$ cat src/rtl/pio_reg_target.sv
// pio_reg_target: host PIO target for the user register bank.
// Turns PIO DWORD writes/reads into per-register strobes (reg_td/reg_tv)
// and readback (reg_rd/reg_rv). Writes are byte-enable read-modify-write
// merges against the live readback. Writes to read-only or unmapped
// registers are dropped and counted. A read completion is held until the
// completion engine takes it.
module pio_reg_target #(
  parameter int          NREG   = 25,
  parameter int          AW     = 7,
  parameter logic [31:0] BAD_RD = 32'hDEADBEEF
) (
  input  logic                 user_clk,
  input  logic                 sys_rst_n,
  input  logic                 pio_wr_req,
  input  logic [AW-1:0]        pio_wr_addr,
  input  logic [31:0]          pio_wr_data,
  input  logic [3:0]           pio_wr_be,
  output logic                 pio_wr_ack,
  input  logic                 pio_rd_req,
  input  logic [AW-1:0]        pio_rd_addr,
  output logic                 pio_rd_ack,
  output logic [31:0]          rd_data,
  output logic                 rd_valid,
  input  logic                 rd_ready,
  output logic [32*NREG-1:0]   reg_td,
  output logic [NREG-1:0]      reg_tv,
  input  logic [32*NREG-1:0]   reg_rd,
  input  logic [NREG-1:0]      reg_rv,
  output logic [15:0]          wr_drop_cnt
);

  localparam logic [1:0] ST_IDLE     = 2'd0;
  localparam logic [1:0] ST_WR_MERGE = 2'd1;
  localparam logic [1:0] ST_RD_FETCH = 2'd2;
  localparam logic [1:0] ST_RD_RESP  = 2'd3;

  logic [1:0]      state;
  logic [AW-1:0]   addr_q;
  logic [31:0]     data_q;
  logic [3:0]      be_q;
  logic            accept_wr;
  logic            accept_rd;
  logic            hit;
  logic [31:0]     sel_rd;
  logic            sel_rv;
  logic [NREG-1:0] sel_onehot;
  logic [31:0]     merged;
  logic            wr_ok;
  logic            wr_drop;

  // Counter saturates rather than wrapping so a flood of bad writes stays visible.
  function automatic logic [15:0] sat_inc16(input logic [15:0] v);
    return (v == 16'hFFFF) ? v : v + 16'd1;
  endfunction

  // Each byte-enable bit covers one data byte.
  function automatic logic [31:0] byte_mask(input logic [3:0] be);
    logic [31:0] m;
    for (int b = 0; b < 4; b++) m[8*b +: 8] = {8{be[b]}};
    return m;
  endfunction

  // Writes win over reads when both are raised in the same IDLE cycle.
  assign accept_wr = (state == ST_IDLE) && pio_wr_req;
  assign accept_rd = (state == ST_IDLE) && !pio_wr_req && pio_rd_req;

  // Decode the latched address against every register using the full address width.
  always_comb begin
    hit        = 1'b0;
    sel_rd     = '0;
    sel_rv     = 1'b0;
    sel_onehot = '0;
    for (int n = 0; n < NREG; n++) begin
      if (int'(addr_q) == n) begin
        hit           = 1'b1;
        sel_rd        = reg_rd[32*n +: 32];
        sel_rv        = reg_rv[n];
        sel_onehot[n] = 1'b1;
      end
    end
  end

  assign merged  = (data_q & byte_mask(be_q)) | (sel_rd & ~byte_mask(be_q));
  assign wr_ok   = hit && sel_rv && (be_q != 4'd0);
  assign wr_drop = (be_q != 4'd0) && !(hit && sel_rv);

  // Capture the accepted request; pure datapath, so it carries no reset.
  always_ff @(posedge user_clk) begin
    if (accept_wr) begin
      addr_q <= pio_wr_addr;
      data_q <= pio_wr_data;
      be_q   <= pio_wr_be;
    end else if (accept_rd) begin
      addr_q <= pio_rd_addr;
    end
  end

  // Transaction FSM: acks, write strobe, drop counting and read completion.
  always_ff @(posedge user_clk or negedge sys_rst_n) begin
    if (!sys_rst_n) begin
      state       <= ST_IDLE;
      pio_wr_ack  <= 1'b0;
      pio_rd_ack  <= 1'b0;
      rd_valid    <= 1'b0;
      rd_data     <= '0;
      reg_tv      <= '0;
      wr_drop_cnt <= '0;
    end else begin
      pio_wr_ack <= 1'b0;
      pio_rd_ack <= 1'b0;
      reg_tv     <= '0;
      case (state)
        ST_IDLE: begin
          if (accept_wr) begin
            pio_wr_ack <= 1'b1;
            state      <= ST_WR_MERGE;
          end else if (accept_rd) begin
            pio_rd_ack <= 1'b1;
            state      <= ST_RD_FETCH;
          end
        end
        ST_WR_MERGE: begin
          if (wr_ok)   reg_tv      <= sel_onehot;
          if (wr_drop) wr_drop_cnt <= sat_inc16(wr_drop_cnt);
          state <= ST_IDLE;
        end
        ST_RD_FETCH: begin
          rd_data  <= hit ? sel_rd : BAD_RD;
          rd_valid <= 1'b1;
          state    <= ST_RD_RESP;
        end
        ST_RD_RESP: begin
          if (rd_ready) begin
            rd_valid <= 1'b0;
            state    <= ST_IDLE;
          end
        end
        default: state <= ST_IDLE;
      endcase
    end
  end

  // Only the addressed register's slice is updated; the others keep their last value.
  always_ff @(posedge user_clk or negedge sys_rst_n) begin
    if (!sys_rst_n) begin
      reg_td <= '0;
    end else if (state == ST_WR_MERGE && wr_ok) begin
      for (int n = 0; n < NREG; n++) begin
        if (sel_onehot[n]) reg_td[32*n +: 32] <= merged;
      end
    end
  end

endmodule

$ cat config.mk
export PLATFORM = sky130hd
export DESIGN_NAME = pio_reg_target
export DESIGN_NICKNAME = d
export VERILOG_FILES = /design/src/rtl/pio_reg_target.sv
export SDC_FILE = /design/constraint.sdc
export NUM_CORES = 2
export LEC_CHECK = 0
export CAP_MARGIN = 20
export CORE_AREA = 2 2 675 677
export CTS_CLUSTER_SIZE = 30
export DETAILED_ROUTE_END_ITERATION = 8
export DIE_AREA = 0 0 677 679
export GPL_TIMING_DRIVEN = 0
export PLACE_DENSITY = 0.3
export SYNTH_ARGS = -nofsm -noshare
export SYNTH_HDL_FRONTEND = slang
export SYNTH_SLANG_ARGS = --single-unit
$ cat constraint.sdc
create_clock -name user_clk -period 5.4 [get_ports user_clk]
set_input_delay 0.81 -clock user_clk [delete_from_list [all_inputs] [get_ports user_clk]]
set_output_delay 0.81 -clock user_clk [all_outputs]
set_load 0.05 [all_outputs]
==> impl_results.md <==
- Max_cap viols: 0
- Max Clock Skew: 0.0744 ns
- Count of filler cells inserted in the layout: 50300
- Clock insertion delay at the later pin of the skew report: 0.87 ns
- Antenna violations before repair: 378
- Hold/Removal Path Class: flop to flop
- Share of Yosys cell area claimed by the top area cell type: 0.503
- DRT Wirelength: 538000 um
- Hold Worst Slack: 0.472 ns
- Final weighted congestion in routability-driven placement: 0.974
- Die Span X: 677 um
- Clk sinks: 921
- WL per Instance: 44.9 um
- Kind of start point of the critical path: flop
- Run status: finished with violations
- Synth area leader: dfrtp_1
- Number of iterations in the first detailed-routing pass: 6
- Critical path arrival: 6.26 ns
- DR vias: 46700
- Mean post-synth cell area: 11.6 um^2
- Largest net degree at the start of global routing: 114
- Total routing usage reported by global routing: 0.226
- GRT met3 Usage: 0.0978
- Endpoint kind of the worst setup timing path: flop
- Final Hold Vio Count: 0
- Clock Root Buffer: clkbuf_16
- Via/cell ratio: 3.91
- Cts bufs inserted: 137
- Cell at the slowest stage of the critical path: o32ai_1
- Worst path max stage delay: 0.75 ns
- Endpoints failing setup: 69
- Signed area change from the synthesized netlist to the final layout: 74.0%
- Wire length of the first global-routing pass: 645000 um
- Mapped Nets: 4642
- Cell family with most CP delay: compound AO/OA/AOI/OAI gates
- Pleak: 0.0305 uW
- Deepest clock path buffer count: 4
- DR DRC count: 0
- Sequential Area: 0.0233 mm^2
- Share of the core filled with cells in the final layout: 0.168
- ANT nets after route: 0
- Met2 track demand over resource: 0.337
- Initial core utilization: 0.0966
- Dominant cells by area after synthesis: dfrtp_1 (50%), mux2_2 (15%), edfxtp_1 (3.0%), a21oi_1 (2.8%), o21ai_0 (2.5%)
- Sequential-to-total area share from yosys stat: 0.533
- Post-layout worst setup margin: -0.0808 ns
- Area of the multi-input gates: 0.0190 mm^2
- Die extent in y: 679 um
- Post-DP HPWL: 448000 um
- First-iteration detailed-routing DRC count: 4831
- Number of buffer and inverter stages on the critical path: 5
- Comb power frac: 0.458
- Worst-case headroom to the max-slew limit: 0.0843
- Cell internal pwr: 16600 uW
- Fin crit period: 5.48 ns
- Violations in the final reports: negative setup slack
- Switching power: 14800 uW
- Flop and latch count out of synthesis: 921
- Number of nets in the layout: 6664
- Required time of the critical path: 6.18 ns
- Count of boundary I/O pins: 1756
- Core outline area: 0.452 mm^2
- Netlist Area Pre-Place: 0.0436 mm^2
- Switching power as a share of total power: 0.471
- Critical Path Fanout Max: 10
- Maximum VDD drop: 0.000216 V
- M1 GR Usage: 0.289
- Proportion of power drawn by the clock network: 0.285
- Post-synth EDFFs: 43
- Ordered cell list for the critical path: buf_2, nor2_2, clkbuf_2, o21ai_0, buf_4, o32ai_1, a211oi_1, o31ai_4, buf_8, clkbuf_1, mux2_2
- Fmax: 0.182 GHz
- RSZ-0062 raised after global routing: false
- Max-slew violations: 0
- CTS tree: yes
- H-Tree Level Count: 4
- Die ar.: 0.460 mm^2
- Critical setup path kind: flop to flop
- Pwr/cell area: 414 mW/mm^2
- Vias in the first global route: 46000
- Clock slew at the register clock pins of the worst setup and hold paths: 0.07 ns
- Layer carrying the most global-route usage: met2
- Prevailing post-synth register cell: dfrtp_1
- Period utilization: 1.01
- Number of standard cells after synthesis: 3761
- Count of yosys warnings during synthesis: 0
- Worst slew pin tran: 1.37 ns
- Design Power: 31500 uW
- Number of unique standard cell types used by synthesis: 109
- Async set or reset register ratio after synthesis: 0.953
- # rows: 247
- Sequential power share: 0.257
- Final global-route overflow total: 0
- Share of post-route cells with drive strength above 1: 0.228
- Port bufs: 1755
path summary, 6_finish.rpt:
check	endpoint	slack, ns	cells after the start	start
max in group asynchronous	reg_td[437]	1.43	8	sys_rst_n
min in group asynchronous	reg_td[467]	0.48	2	sys_rst_n
worst max register to register	reg_td[604]	-0.08	11	addr_q[2]
worst min-delay path	reg_td[322]	0.47	2	reg_td[322]
worst min register to register	reg_td[322]	0.47	2	reg_td[322]
worst max-delay path	reg_td[604]	-0.08	11	addr_q[2]
area by class of cell:
type,instances,share of cell area
Inverter,41,0.00218
Sequential cell,921,0.306
Tap cell,5976,0.0985
Clock buffer,191,0.0506
Multi-Input combinational cell,2461,0.251
Timing Repair Buffer,1886,0.258
Clock inverter,41,0.00529
Antenna cell,110,0.00363
Buffer,335,0.0246
routing by layer:
metal / routed length (um) / part of all wire / vias to the layer above
met5: 1170 / 0.0022 / -
met4: 20800 / 0.039 / 150
met3: 59000 / 0.11 / 816
met2: 227000 / 0.42 / 3307
met1: 229000 / 0.43 / 24400
li1: - / - / 18100
sequential cells by signal, indices dropped and copies added, names as in the netlist:
signal,cells
reg_td,800
data_q,32
rd_data,32
reg_tv,25
wr_drop_cnt,16
addr_q,7
be_q,4
state,2
pio_rd_ack,1
pio_wr_ack,1
rd_valid,1
cell families after synthesis:
kind of cell    count (synthesis)  synth area share
compound gates                971             0.147
xor+xnor                       16           0.00321
fa+ha+maj                       1          0.000287
buf+inv                       379            0.0430
flops                         921             0.533
mux                           692             0.186
simple gates                  781            0.0881
synthesized netlist by cell type, types with 20 or more instances:
| master | n |
|---|---|
| a211oi_1 | 37 |
| a21oi_1 | 241 |
| a221oi_1 | 22 |
| a22oi_1 | 40 |
| a31oi_1 | 23 |
| and3_1 | 20 |
| buf_2 | 158 |
| buf_4 | 37 |
| clkbuf_1 | 116 |
| dfrtp_1 | 878 |
| edfxtp_1 | 43 |
| inv_1 | 27 |
| mux2_2 | 569 |
| mux2_4 | 21 |
| mux2i_1 | 63 |
| mux4_2 | 27 |
| nand2_1 | 243 |
| nand2b_1 | 32 |
| nand3_1 | 38 |
| nor2_1 | 246 |
| nor2b_1 | 32 |
| nor3_1 | 40 |
| o211ai_1 | 42 |
| o21ai_0 | 216 |
| o21ai_1 | 21 |
| o22a_1 | 21 |
| o22ai_1 | 69 |
worst min-delay path, delay by kind of cell, from the launching register on:
family / cells / cell delay [ns]
DFF: 1 / 0.34
and+or+nand+nor: 1 / 0.04
AOI/OAI and AO/OA: 1 / 0.06
stage by stage:
stage	std cells	cell area (um^2)	worst slack [ns]	TNS (ns)
floorplan	3761	43600	2.45	0
global placement	11500	68700	-42.15	-
detailed placement	11600	70800	-1.38	-453.81
CTS	11800	75600	0.00552	0
global route	11900	75700	0.0186	0
finish	12000	75900	-0.0808	-2.23
cell usage in the layout (no fill, tap or decap), types with 23 or more instances in the layout:
cell	netlist	routed
clkdlybuf4s50_1	0	1754
dfrtp_1	878	878
mux2_2	569	567
nor2_1	246	240
nand2_1	243	236
a21oi_1	241	236
o21ai_0	216	213
clkbuf_16	0	139
buf_2	158	135
diode_2	0	110
clkbuf_1	116	104
buf_4	37	96
o22ai_1	69	66
mux2i_1	63	61
edfxtp_1	43	43
o211ai_1	42	42
clkbuf_2	0	41
a22oi_1	40	36
nor3_1	40	36
a211oi_1	37	36
nand3_1	38	35
buf_6	15	34
nor2b_1	32	32
buf_8	0	32
nand2b_1	32	31
buf_16	0	29
inv_1	27	27
mux4_2	27	27
mux2_4	21	23
what timing repair did:
| item | in CTS | in global routing |
|---|---|---|
| hold endpoints to repair | 47 | 0 |
| setup buffers | 21 | 0 |
| setup endpoints to repair | 710 | 69 |
| pin swaps | 7 | 0 |
| hold buffers | 1 | 0 |
| gates resized for setup | 101 | 5 |
power by group through the flow:
stage	sequential, uW	combinational (uW)	clock, uW
floorplan	10100	3310	0
finish	8080	14400	8970
detailed placement	8190	14100	0
global placement	8230	13500	0
CTS	8070	14400	9400
global route	8150	14500	9580
Power figures use the tool's default switching activity.
